### config.mk
export PLATFORM = sky130hd
export DESIGN_NAME = iiitb_sd_ctrl
export DESIGN_NICKNAME = d
export VERILOG_FILES = /design/src/rtl/iiitb_sd_ctrl.sv
export SDC_FILE = /design/constraint.sdc
export NUM_CORES = 1
export LEC_CHECK = 0
export BUFFER_PORTS_ARGS = -buffer_cell sky130_fd_sc_hd__clkbuf_2
export CORE_MARGIN = 2
export CORE_UTILIZATION = 51
export CTS_BUF_LIST = sky130_fd_sc_hd__clkbuf_4 sky130_fd_sc_hd__clkbuf_8
export CTS_CLUSTER_DIAMETER = 30
export DETAILED_ROUTE_END_ITERATION = 12
export HOLD_SLACK_MARGIN = 0.06
export PLACE_DENSITY = 0.78
export SYNTH_ARGS = -nofsm -noshare
export SYNTH_HDL_FRONTEND = slang
export SYNTH_SLANG_ARGS = --single-unit
### constraint.sdc
create_clock -name clk -period 2.1 [get_ports clk]
set_clock_uncertainty 0.05 [all_clocks]
set_input_delay 0.42 -clock clk [delete_from_list [all_inputs] [get_ports clk]]
set_output_delay 0.42 -clock clk [all_outputs]
set_load 0.005 [all_outputs]
### src/rtl/iiitb_sd_ctrl.sv
// Byte-to-serial sequencer with a programmable overlapping pattern matcher and match counter.
// Optional saturating match counter is built only when SDC_MATCH_CNT_EN is defined.
module iiitb_sd_ctrl #(
  parameter int PAT_W = 8,
  parameter int LEN_W = 4,
  parameter int CNT_W = 8
) (
  input  logic             clk,
  input  logic             reset,
  input  logic             enable,
  input  logic             cfg_we,
  input  logic [PAT_W-1:0] cfg_pat,
  input  logic [LEN_W-1:0] cfg_len,
  input  logic             in_valid,
  input  logic [7:0]       in_data,
  output logic             in_ready,
  output logic             sd_din,
  output logic             sd_bvalid,
  output logic             y,
  output logic [CNT_W-1:0] match_cnt,
  output logic             busy
);

  typedef enum logic [1:0] {
    S_IDLE  = 2'd0,
    S_WAIT  = 2'd1,
    S_SHIFT = 2'd2
  } state_e;

  localparam logic [PAT_W-1:0] PAT_RST = PAT_W'(4'b1010);
  localparam logic [LEN_W-1:0] LEN_RST = LEN_W'(4);
  localparam logic [LEN_W-1:0] LEN_MAX = LEN_W'(PAT_W);

  state_e           state_q, state_d;
  logic [7:0]       byte_q, byte_d;
  logic [2:0]       idx_q, idx_d;
  logic [PAT_W-1:0] pat_q, pat_d;
  logic [LEN_W-1:0] len_q, len_d;
  logic [PAT_W-1:0] hist_q, hist_d;
  logic [LEN_W-1:0] hcnt_q, hcnt_d;
  logic             y_q, y_d;

  logic             xfer;
  logic             last_bit;
  logic             cfg_ld;
  logic [LEN_W-1:0] len_clamped;
  logic [PAT_W-1:0] hist_shift;
  logic [LEN_W-1:0] hcnt_inc;
  logic [PAT_W-1:0] len_mask;
  logic             match;

  // State register
  always_ff @(posedge clk) begin
    if (reset) begin
      state_q <= S_IDLE;
      byte_q  <= '0;
      idx_q   <= '0;
      pat_q   <= PAT_RST;
      len_q   <= LEN_RST;
      hist_q  <= '0;
      hcnt_q  <= '0;
      y_q     <= 1'b0;
    end else begin
      state_q <= state_d;
      byte_q  <= byte_d;
      idx_q   <= idx_d;
      pat_q   <= pat_d;
      len_q   <= len_d;
      hist_q  <= hist_d;
      hcnt_q  <= hcnt_d;
      y_q     <= y_d;
    end
  end

  assign last_bit = (state_q == S_SHIFT) && (idx_q == 3'd0);
  assign xfer     = in_valid && in_ready;
  assign cfg_ld   = (state_q == S_IDLE) && cfg_we;

  // Next-state logic; enable is only looked at once the current byte has fully left.
  always_comb begin
    state_d = state_q;
    case (state_q)
      S_IDLE: begin
        if (enable) state_d = S_WAIT;
      end
      S_WAIT: begin
        if (xfer)         state_d = S_SHIFT;
        else if (!enable) state_d = S_IDLE;
      end
      S_SHIFT: begin
        if (last_bit) begin
          if (xfer)        state_d = S_SHIFT;
          else if (enable) state_d = S_WAIT;
          else             state_d = S_IDLE;
        end
      end
      default: state_d = S_IDLE;
    endcase
  end

  // Output logic
  always_comb begin
    in_ready  = 1'b0;
    sd_bvalid = 1'b0;
    sd_din    = 1'b0;
    busy      = 1'b0;
    case (state_q)
      S_WAIT: begin
        in_ready = 1'b1;
      end
      S_SHIFT: begin
        in_ready  = (idx_q == 3'd0);
        sd_bvalid = 1'b1;
        sd_din    = byte_q[idx_q];
        busy      = 1'b1;
      end
      default: begin
        in_ready = 1'b0;
      end
    endcase
  end

  // Byte holding register and bit index
  always_comb begin
    byte_d = byte_q;
    idx_d  = idx_q;
    if (xfer) begin
      byte_d = in_data;
      idx_d  = 3'd7;
    end else if (state_q == S_SHIFT) begin
      idx_d = idx_q - 3'd1;
    end
  end

  // Configuration: oversize lengths are clamped on load so the matcher never reads past hist.
  assign len_clamped = (cfg_len > LEN_MAX) ? LEN_MAX : cfg_len;

  always_comb begin
    pat_d = pat_q;
    len_d = len_q;
    if (cfg_ld) begin
      pat_d = cfg_pat;
      len_d = len_clamped;
    end
  end

  // Matcher works on the history as it will look after the current bit is shifted in.
  assign hist_shift = {hist_q[PAT_W-2:0], sd_din};
  assign hcnt_inc   = (hcnt_q == LEN_MAX) ? hcnt_q : hcnt_q + LEN_W'(1);

  always_comb begin
    len_mask = '0;
    for (int i = 0; i < PAT_W; i++) begin
      len_mask[i] = (LEN_W'(i) < len_q);
    end
  end

  assign match = (len_q != '0) && (hcnt_inc >= len_q) &&
                 (((hist_shift ^ pat_q) & len_mask) == '0);

  always_comb begin
    hist_d = hist_q;
    hcnt_d = hcnt_q;
    y_d    = 1'b0;
    if (cfg_ld) begin
      hist_d = '0;
      hcnt_d = '0;
    end else if (sd_bvalid) begin
      hist_d = hist_shift;
      hcnt_d = hcnt_inc;
      y_d    = match;
    end
  end

  assign y = y_q;

`ifdef SDC_MATCH_CNT_EN
  logic [CNT_W-1:0] cnt_q, cnt_d;

  always_ff @(posedge clk) begin
    if (reset) cnt_q <= '0;
    else       cnt_q <= cnt_d;
  end

  // Counts on the same edge that raises y, so match_cnt and y change together.
  always_comb begin
    cnt_d = cnt_q;
    if (cfg_ld)                    cnt_d = '0;
    else if (y_d && (cnt_q != '1)) cnt_d = cnt_q + CNT_W'(1);
  end

  assign match_cnt = cnt_q;
`else
  assign match_cnt = '0;
`endif

endmodule

# == Word level (Yosys, flattened, before mapping) ==
# Cells that the tools add are included.
# word_totals
reg_bits,37
input_bits,25
output_inout_bits,13
word_cells,59
# classes
addsub,2
order_cmp,11
n_eq_ne,6
mux,16
n_bitwise,3
reduce_logical,13
# ops
cell,n
$lt 3x4->1 const A,4
$mux 2,5
$and 8x8->8,1
$logic_not 8->1,1
$lt 1x4->1 const A,2
$lt 2x4->1 const A,2
$mux 4,2
$xor 8x8->8,1
$mux 3,2
$pmux 2 s3,1
$logic_and 1x1->1,5
$add 4x1->4 const B,1
$eq 4x4->1 const B,1
$ge 4x4->1,1
$gt 4x4->1 const B,1
$lt 3x4->1 const B,1
$mux 1,4
$ne 2x2->1 const B,2
$reduce_bool 4->1,1
$bmux 1 s3,1
$logic_not 3->1,1
$ne 3x3->1 const B,1
$reduce_and 3->1,1
$reduce_or 3->1,1
8 further kinds,8

# == Longest topological paths before layout ==
# Gate-level depths: netlist (run 1).
# logic_depth
ltp_word,7
ltp_mapped,11
ltp_nobuf,11

# == Worst setup path after synthesis (run 1) ==
# Ideal clock, no wire load.
# synth_path
kind,register to register
startpoint,register hcnt_q[0]
endpoint,"register y_q, in the netlist y"
setup_ns,0.119
t_arrival_ns,1.793
t_required_ns,1.931
setup_slack_ns,0.138
stages_incl_launch_ff,12
n_path_buf,0
synth_period_minus_slack_ns,1.962
path_cell_list,dfxtp_1 inv_1 ha_1 nand2_1 nor2_1 xnor2_1 ha_1 nand2b_1 a21o_1 a21o_1 a21oi_1 nor3_2
# synth_between
elab_chain_len,5
word_cells_on_any_way,6
cone_classes,1 x add/sub; 1 x order compare; 1 x eq/ne; 1 x mux; 2 x reduce/logical
# synth_lines
item,line_no,rtl
start: declaration,40,"logic [LEN_W-1:0] hcnt_q, hcnt_d;"
start signal: assignment,70,hcnt_q <= hcnt_d;
$add 4x1->4 / $eq 4x4->1 (equally long branches),149,assign hcnt_inc = (hcnt_q == LEN_MAX) ? hcnt_q : hcnt_q + LEN_W'(1);
$mux 4 (*),149,
$ge 4x4->1 (*),158,assign match = (len_q != '0) && (hcnt_inc >= len_q) &&
$logic_and 1x1->1 (*) (2 in a row),158,
end signal: assignment,71,y_q <= y_d;
end: declaration,41,"logic y_q, y_d;"
# Every way passes the cells marked *; elsewhere a longest branch is shown, timed or not.
# A chain may end at the register's enable or synchronous reset.

# == Worst setup path after layout (run 1) ==
# layout_path
startpoint,register idx_q[0]
endpoint,output port sd_din
# layout_between
elab_chain_len,3
# layout_lines
item,line_no,rtl
start: declaration,36,"logic [2:0] idx_q, idx_d;"
start signal: assignment,66,idx_q <= idx_d;
$bmux 1 s3,114,sd_din = byte_q[idx_q];
$mux 1 (not written as such),114,
$mux 1,107,case (state_q)
end: declaration,17,"output logic sd_din,"
# Every way passes these cells. The select of a mux whose other input is x is not followed.

==> results of run 1 <==
logic make-up after synthesis:
family          after synthesis
flops                        37
compound gates               36
buf+inv                      30
other cells                   1
mux                          17
simple gates                 69
fa+ha+maj                    12
xor+xnor                     14
worst register-to-register path, cell delays in order (launching register included):
cell and delay, ns:
dfxtp_2 0.36, inv_2 0.06, ha_1 0.20, nand2_2 0.08, nor2_1 0.05, xnor2_1 0.17
ha_1 0.24, nand2b_1 0.14, a21o_1 0.17, a21o_1 0.18, a21oi_2 0.14, nor3_2 0.05
layout by cell type (no fill, tap or decap), types with 2 or more instances in the layout:
| cell | instances |
|---|---|
| dfxtp_1 | 34 |
| clkbuf_2 | 29 |
| nand2_1 | 28 |
| nor2_1 | 20 |
| a21oi_1 | 17 |
| mux2i_1 | 15 |
| ha_1 | 12 |
| inv_1 | 10 |
| buf_4 | 10 |
| xnor2_1 | 9 |
| conb_1 | 8 |
| nand3b_1 | 5 |
| nand2b_1 | 5 |
| xor2_1 | 5 |
| clkbuf_8 | 5 |
| o21ai_0 | 4 |
| clkbuf_4 | 3 |
| inv_2 | 2 |
| or3_1 | 2 |
| nand4_1 | 2 |
| a21o_1 | 2 |
| a31oi_1 | 2 |
| dfxtp_2 | 2 |
flip-flops by register name, summed over array words and instances, names as in the netlist:
name	count
hist_q	7
hcnt_q	4
len_q	4
pat_q	8
byte_q	8
idx_q	3
state_q	2
y	1
layout make-up:
type	instances	area, µm²	share of cell area [%]
Tap cell	48	60.1	2.69
Multi-Input combinational cell	156	1070	47.9
Inverter	12	45.0	2.02
Clock buffer	8	91.3	4.09
Sequential cell	37	747	33.4
Timing Repair Buffer	39	220	9.86
routing by layer:
layer | global-route usage (%) | share of wire (%)
met4 | 8.59 | 2.0
met1 | 20.0 | 43
met2 | 33.4 | 52
met3 | 4.11 | 3.8
met5 | 0 | 0
where the power goes:
| group | leakage, nW | internal, mW | switching, mW |
|---|---|---|---|
| combinational | 0.654 | 0.101 | 0.114 |
| clock | 0.0498 | 0.274 | 0.237 |
| sequential | 0.302 | 0.733 | 0.0268 |
| total | 1.01 | 1.11 | 0.378 |
worst max-delay path by stage:
stage                           start           end  slack [ns]  depth (start not counted)
6_report        idx_q[0]$_SDFFE_PP0P_        sd_din       0.001                          5
5_1_grt         idx_q[0]$_SDFFE_PP0P_        sd_din       -0.05                          5
4_1_cts         idx_q[0]$_SDFFE_PP0P_        sd_din       -0.03                          5
3_5_place_dp   hcnt_q[0]$_SDFFE_PP0N_  y$_SDFF_PP0_        0.01                         11
3_3_place_gp   hcnt_q[0]$_SDFFE_PP0N_  y$_SDFF_PP0_        0.09                         11
2_1_floorplan  hcnt_q[0]$_SDFFE_PP0N_  y$_SDFF_PP0_        0.14                         11
through the flow:
stage / instances / hold slack (ns)
6_report: 300 / 0.286
3_3_place_gp: 288 / 0.409
2_1_floorplan: 223 / 0.398
4_1_cts: 299 / 0.282
5_1_grt: 300 / 0.303
3_5_place_dp: 288 / 0.412
repair_timing:
item,4_1_cts,5_1_grt
setup endpoints to repair,1,2
buffers inserted,3,1
pin swaps,1,1
resized for setup,2,6
==> qor.yml, run 1 <==
ios: 38
final_max_slew_viol_count: 0
areaGrowthSynthToFinish_pct: 15.9
crit_path_end_kind: "primary output"
cpMaxStageDelayCell: "mux4_2"
core_um2: 3630
synth_top_cells_by_area: "dfxtp_1 38%, ha_1 7.8%, mux2i_1 7.8%"
timing.rr.start: "hcnt_q[0]$_SDFFE_PP0N_"
nNetsFinal: 288
min-delay-start: "cfg_pat[3]"
layout-drive-gt1-share_pct: 23.0
yosys-mux-area-fraction_pct: 10.3
hold_class: "in2reg"
synth_compound_area_share_pct: 12.2
grt_max_degree: 26
synth-xor-area-share_pct: 6.36
synth_area_per_cell_um2: 8.92
placed_cell_area_um2: 2100
start_util_pct: 53.0
synth_top_family_by_area: "simple AND/OR/NAND/NOR gates"
synth_commonest_cells: "37 x dfxtp_1, 29 x nand2_1, 20 x nor2_1, 18 x a21oi_1, 15 x mux2i_1"
drt_first_iter_violations: 73
cap_viol_max_count: 0
wirelength_um: 3480
power_density_nw_per_um2: 666
hold_depth: 3
final_util_pct: 61.5
drc_errors: 0
finalSetupViolCount: 0
synthDistinctLibCells: 39
critPathArrivalTime_ns: 1.63
start_kind: "flip-flop"
h-tree-depth: 2
worstPathCellList: "mux4_2 -> and3_4 -> a31oi_4 -> inv_2 -> clkbuf_2"
grt_pass1_vias: 1480
ys_warn_count: 0
vias: 1493
final_area_um2: 2230
cts.hold.buffers_added: 0
synth_seq_cells: 37
synth_top_cell_area_share_pct: 38.4
leakagePower_nw: 1.01
required_ns: 1.63
seq_area_frac_synth_pct: 38.4
grt_overflow: 0
max_freq_mhz: 476
grt_first_pass_wirelength_um: 6000
path_delay_family: "multiplexers"
fillerInstances: 331
syn_area_um2: 1930
clockBufferDepth: 2
antenna_found_initial: 0
post-route-period-util_pct: 99.9
hold_path_end: "pat_q[3]$_SDFFE_PP1P_"
first_pass_iters: 5
slowest_delay_ns: 0.49
die_width_um: 65.5
clk_pin_slew_ns: 0.07
hold_viol_final: 0
root_buffer: "clkbuf_8"
synth_most_common_cell: "dfxtp_1"
finalWorstSetupSlack_ns: 0.00110
clock_latency_ns: 0.29
cts_tree: "yes"
post-dp-hpwl_um: 2640
io_buffers: 29
ant_nets: 0
synthSimpleGateAreaFrac_pct: 16.9
status: "finished clean"
preCtsSetupSlack_ns: 0.0143
crit_type: "reg2out"
worstRegToRegCells: 11
synth-edff-count: 0
synthFlopType: "dfxtp_1"
rrSetupSlack_ns: 0.10
num_rows: 22
rsz0062_at_grt: "true"
cts.sinks: 37
gp_congestion: 0.791
netlist_instances: 216
avgViaCountPerCell: 4.98
power_mw: 1.49
cp_max_fo: 3
async_flop_share_pct: 0
wire_per_inst_um: 11.6
critical_path_buf_inv_count: 2
r2r-end: "y$_SDFF_PP0_"
dieArea_um2: 4290
peakVddDrop_mv: 0.525
cts_made_buffers: 5
grtUsageTotal_pct: 18.3
die_h_um: 65.5
yosysTopAreaCell: "dfxtp_1"
tns_ns: 0
synthAdderAreaFrac_pct: 7.79
fin_crit_ns: 2.10
antennaDiodeCount: 0
Note: power is estimated with default switching activity, not from simulation.
==> run 2: changes to the inputs <==
--- a/config.mk
+++ b/config.mk
@@ -5,14 +5,15 @@
 export SDC_FILE = /design/constraint.sdc
 export NUM_CORES = 1
 export LEC_CHECK = 0
+export ABC_AREA = 1
 export BUFFER_PORTS_ARGS = -buffer_cell sky130_fd_sc_hd__clkbuf_2
 export CORE_MARGIN = 2
-export CORE_UTILIZATION = 51
+export CORE_UTILIZATION = 55
 export CTS_BUF_LIST = sky130_fd_sc_hd__clkbuf_4 sky130_fd_sc_hd__clkbuf_8
 export CTS_CLUSTER_DIAMETER = 30
 export DETAILED_ROUTE_END_ITERATION = 12
 export HOLD_SLACK_MARGIN = 0.06
-export PLACE_DENSITY = 0.78
+export PLACE_DENSITY = 0.79
 export SYNTH_ARGS = -nofsm -noshare
 export SYNTH_HDL_FRONTEND = slang
 export SYNTH_SLANG_ARGS = --single-unit
==> constraint.sdc (replaced) <==
create_clock -name clk -period 2.05 [get_ports clk]
set_clock_uncertainty 0.05 [all_clocks]
set_input_delay 0.41 -clock clk [delete_from_list [all_inputs] [get_ports clk]]
set_output_delay 0.41 -clock clk [all_outputs]
set_load 0.005 [all_outputs]
==> qor.yml, run 2 <==
start_kind: "flip-flop"  # unchanged
root_buffer: "clkbuf_8"  # unchanged
clk_pin_slew_ns: 0.07  # about the same
leakagePower_nw: 1.06  # was 1.01 nW
worstPathCellList: "inv_1 -> ha_1 -> buf_4 -> nand3_2 -> inv_1 -> clkbuf_2"  # was mux4_2 -> and3_4 -> a31oi_4 -> inv_2 -> clkbuf_2
finalWorstSetupSlack_ns: 0.139  # was 0.00110 ns
areaGrowthSynthToFinish_pct: 11.0  # was 15.9%
die_width_um: 64.9  # was 65.5 µm
status: "finished clean"  # unchanged
path_delay_family: "buffers and inverters"  # was multiplexers
synth_top_cells_by_area: "dfxtp_1 36%, nand2_1 12%, ha_1 7.4%"  # was dfxtp_1 38%, ha_1 7.8%, mux2i_1 7.8%
ios: 38  # unchanged
drc_errors: 0  # unchanged
grt_pass1_vias: 1690  # was 1480
fin_crit_ns: 1.91
final_cell_mix: "65 x nand2_1, 39 x inv_1, 36 x dfxtp_1"  # was 34 x dfxtp_1, 29 x clkbuf_2, 28 x nand2_1
cpMaxStageDelayCell: "dfxtp_1"  # was mux4_2
grtUsageTotal_pct: 22.4  # was 18.3%
crit_path_end_kind: "primary output"  # unchanged
antenna_found_initial: 0  # unchanged
die_h_um: 64.9  # was 65.5 µm
crit_path_end: "sd_din"  # unchanged
first_pass_iters: 4  # was 5
postCtsSetupBuffers: 0  # was 3
h-tree-depth: 2  # unchanged
wl_met1_um: 2030  # was 1480 µm
critical_path.startpoint: "state_q[0]$_SDFFE_PP0P_"  # was idx_q[0]$_SDFFE_PP0P_
synth-edff-count: 0  # unchanged
power_density_nw_per_um2: 689  # was 666 nW/µm²
grt_overflow: 0  # unchanged
post-dp-hpwl_um: 3190  # was 2640 µm
gp_congestion: 0.827  # was 0.791
tns_ns: 0  # unchanged
slowest_delay_ns: 0.39  # was 0.49 ns
grt_max_degree: 22  # was 26
layout-drive-gt1-share_pct: 19.1  # was 23.0%
cts_made_buffers: 5  # unchanged
critical_path_buf_inv_count: 4  # was 2
synth_most_common_cell: "nand2_1"  # was dfxtp_1
avgViaCountPerCell: 5.01  # was 4.98
synthDistinctLibCells: 29  # was 39
cts.hold.buffers_added: 0  # unchanged
drt_first_iter_violations: 83  # was 73
top_regs: "byte_q (8), pat_q (8), hist_q (7)"  # unchanged
maxUsedRoutingLayer: "met4"  # unchanged
io_buffers: 29  # unchanged
cts_resized: 0  # was 2
antennaDiodeCount: 0  # unchanged
netlist_instances: 283  # was 216
synth_top_cell_area_share_pct: 36.3  # was 38.4%
final_util_pct: 62.8  # was 61.5%
grt_first_pass_wirelength_um: 7390  # was 6000 µm
crit_type: "reg2out"  # unchanged
worstRegToRegCells: 10  # was 11
finalSetupViolCount: 0  # unchanged
clock_latency_ns: 0.29  # about the same
critPathArrivalTime_ns: 1.45  # was 1.63 ns
power_mw: 1.56  # was 1.49 mW
synth_area_per_cell_um2: 7.21  # was 8.92 µm²
dr_wl_met3_um: 219  # was 131 µm
nNetsFinal: 350  # was 288
wirelength_um: 4160  # was 3480 µm
final_common_cell: "nand2_1"  # was dfxtp_1
ant_nets: 0  # unchanged
cap_viol_max_count: 0  # unchanged
seq_area_frac_synth_pct: 36.3  # was 38.4%
path_depth: 6  # was 5
ys_warn_count: 0  # unchanged
syn_area_um2: 2040  # was 1930 µm²
core_um2: 3610  # was 3630 µm²
wire_per_inst_um: 11.5  # was 11.6 µm
cp_max_fo: 15  # was 3
synth_seq_cells: 37  # unchanged
dieArea_um2: 4210  # was 4290 µm²
start_util_pct: 56.6  # was 53.0%
clockBufferDepth: 2  # unchanged
synthFlopType: "dfxtp_1"  # unchanged
synth_commonest_cells: "65 x nand2_1, 39 x inv_1, 37 x dfxtp_1, 29 x a21oi_1"  # was 37 x dfxtp_1, 29 x nand2_1, 20 x nor2_1, 18 x a21oi_1, 15 x mux2i_1
critPathMostFrequentCell: "inv_1"
rsz0062_at_grt: "false"  # was true
cts.sinks: 37  # unchanged
hold_viol_final: 0  # unchanged
met2_length_um: 1870  # was 1800 µm
timing.rr.start: "hcnt_q[0]$_SDFFE_PP0N_"  # unchanged
num_rows: 22  # unchanged
cts_tree: "yes"  # unchanged
final_max_slew_viol_count: 0  # unchanged
max_freq_mhz: 523
vias: 1812  # was 1493
rrSetupSlack_ns: 0.33  # was 0.10 ns
hold_class: "in2reg"  # unchanged
peakVddDrop_mv: 0.576  # was 0.525 mV
r2r-end: "y$_SDFF_PP0_"  # unchanged
yosysTopAreaCell: "dfxtp_1"  # unchanged
preCtsSetupSlack_ns: 0.332  # was 0.0143 ns
async_flop_share_pct: 0  # unchanged
post-route-period-util_pct: 93.2
required_ns: 1.59  # was 1.63 ns
## run 2: worst register-to-register path: cells and delay by family (launching register included)
family	cells	cell delay, ns
fa+ha+maj	2	0.50
flops	1	0.42
simple gates	5	0.34
compound gates	2	0.24
buf+inv	1	0.06
## run 2: final cells by class
type | instances | area [µm²]
Clock buffer | 6 | 76.3
Clock inverter | 2 | 10.0
Fill cell | 357 | 1340
Inverter | 46 | 173
Multi-Input combinational cell | 191 | 1040
Sequential cell | 37 | 742
Tap cell | 48 | 60.1
Timing Repair Buffer | 32 | 168
## run 2: where the power goes
part	leakage (nW)	switching (mW)	internal, mW
combinational	0.708	0.171	0.100
sequential	0.302	0.0303	0.760
clock	0.0484	0.250	0.249
## run 2: worst min-delay path by stage
stage,startpoint,endpoint,slack [ns],depth (start not counted)
floorplan,byte_q[1]$_SDFFE_PP0P_,byte_q[1]$_SDFFE_PP0P_,0.38,2
global placement,byte_q[2]$_SDFFE_PP0P_,byte_q[2]$_SDFFE_PP0P_,0.39,2
detailed placement,byte_q[4]$_SDFFE_PP0P_,byte_q[4]$_SDFFE_PP0P_,0.40,2
CTS,cfg_pat[3],pat_q[3]$_SDFFE_PP1P_,0.30,3
global route,cfg_pat[3],pat_q[3]$_SDFFE_PP1P_,0.31,3
finish,cfg_pat[3],pat_q[3]$_SDFFE_PP1P_,0.31,3
## run 2: layer usage
layer	vias up	track usage [%]
met5	-	0
met4	0	6.65
met3	5	5.03
met2	47	35.2
met1	819	30.6
li1	941	-
## run 2: cell families (layout without fill, tap and decap cells)
logic type | after synthesis | in the layout | share of synthesized area, %
simple gates | 106 | 106 | 23.9
flops | 37 | 37 | 36.3
other cells | 1 | 8 | 0.184
compound gates | 60 | 60 | 16.0
xor+xnor | 5 | 5 | 2.15
fa+ha+maj | 12 | 12 | 7.36
buf+inv | 62 | 86 | 14.2
## run 2: per-stage QoR
stage	hold WS (ns)	cells	area [µm²]
floorplan	0.379	290	2070
global placement	0.394	354	2180
detailed placement	0.399	354	2180
CTS	0.296	362	2260
global route	0.313	362	2260
finish	0.305	362	2260
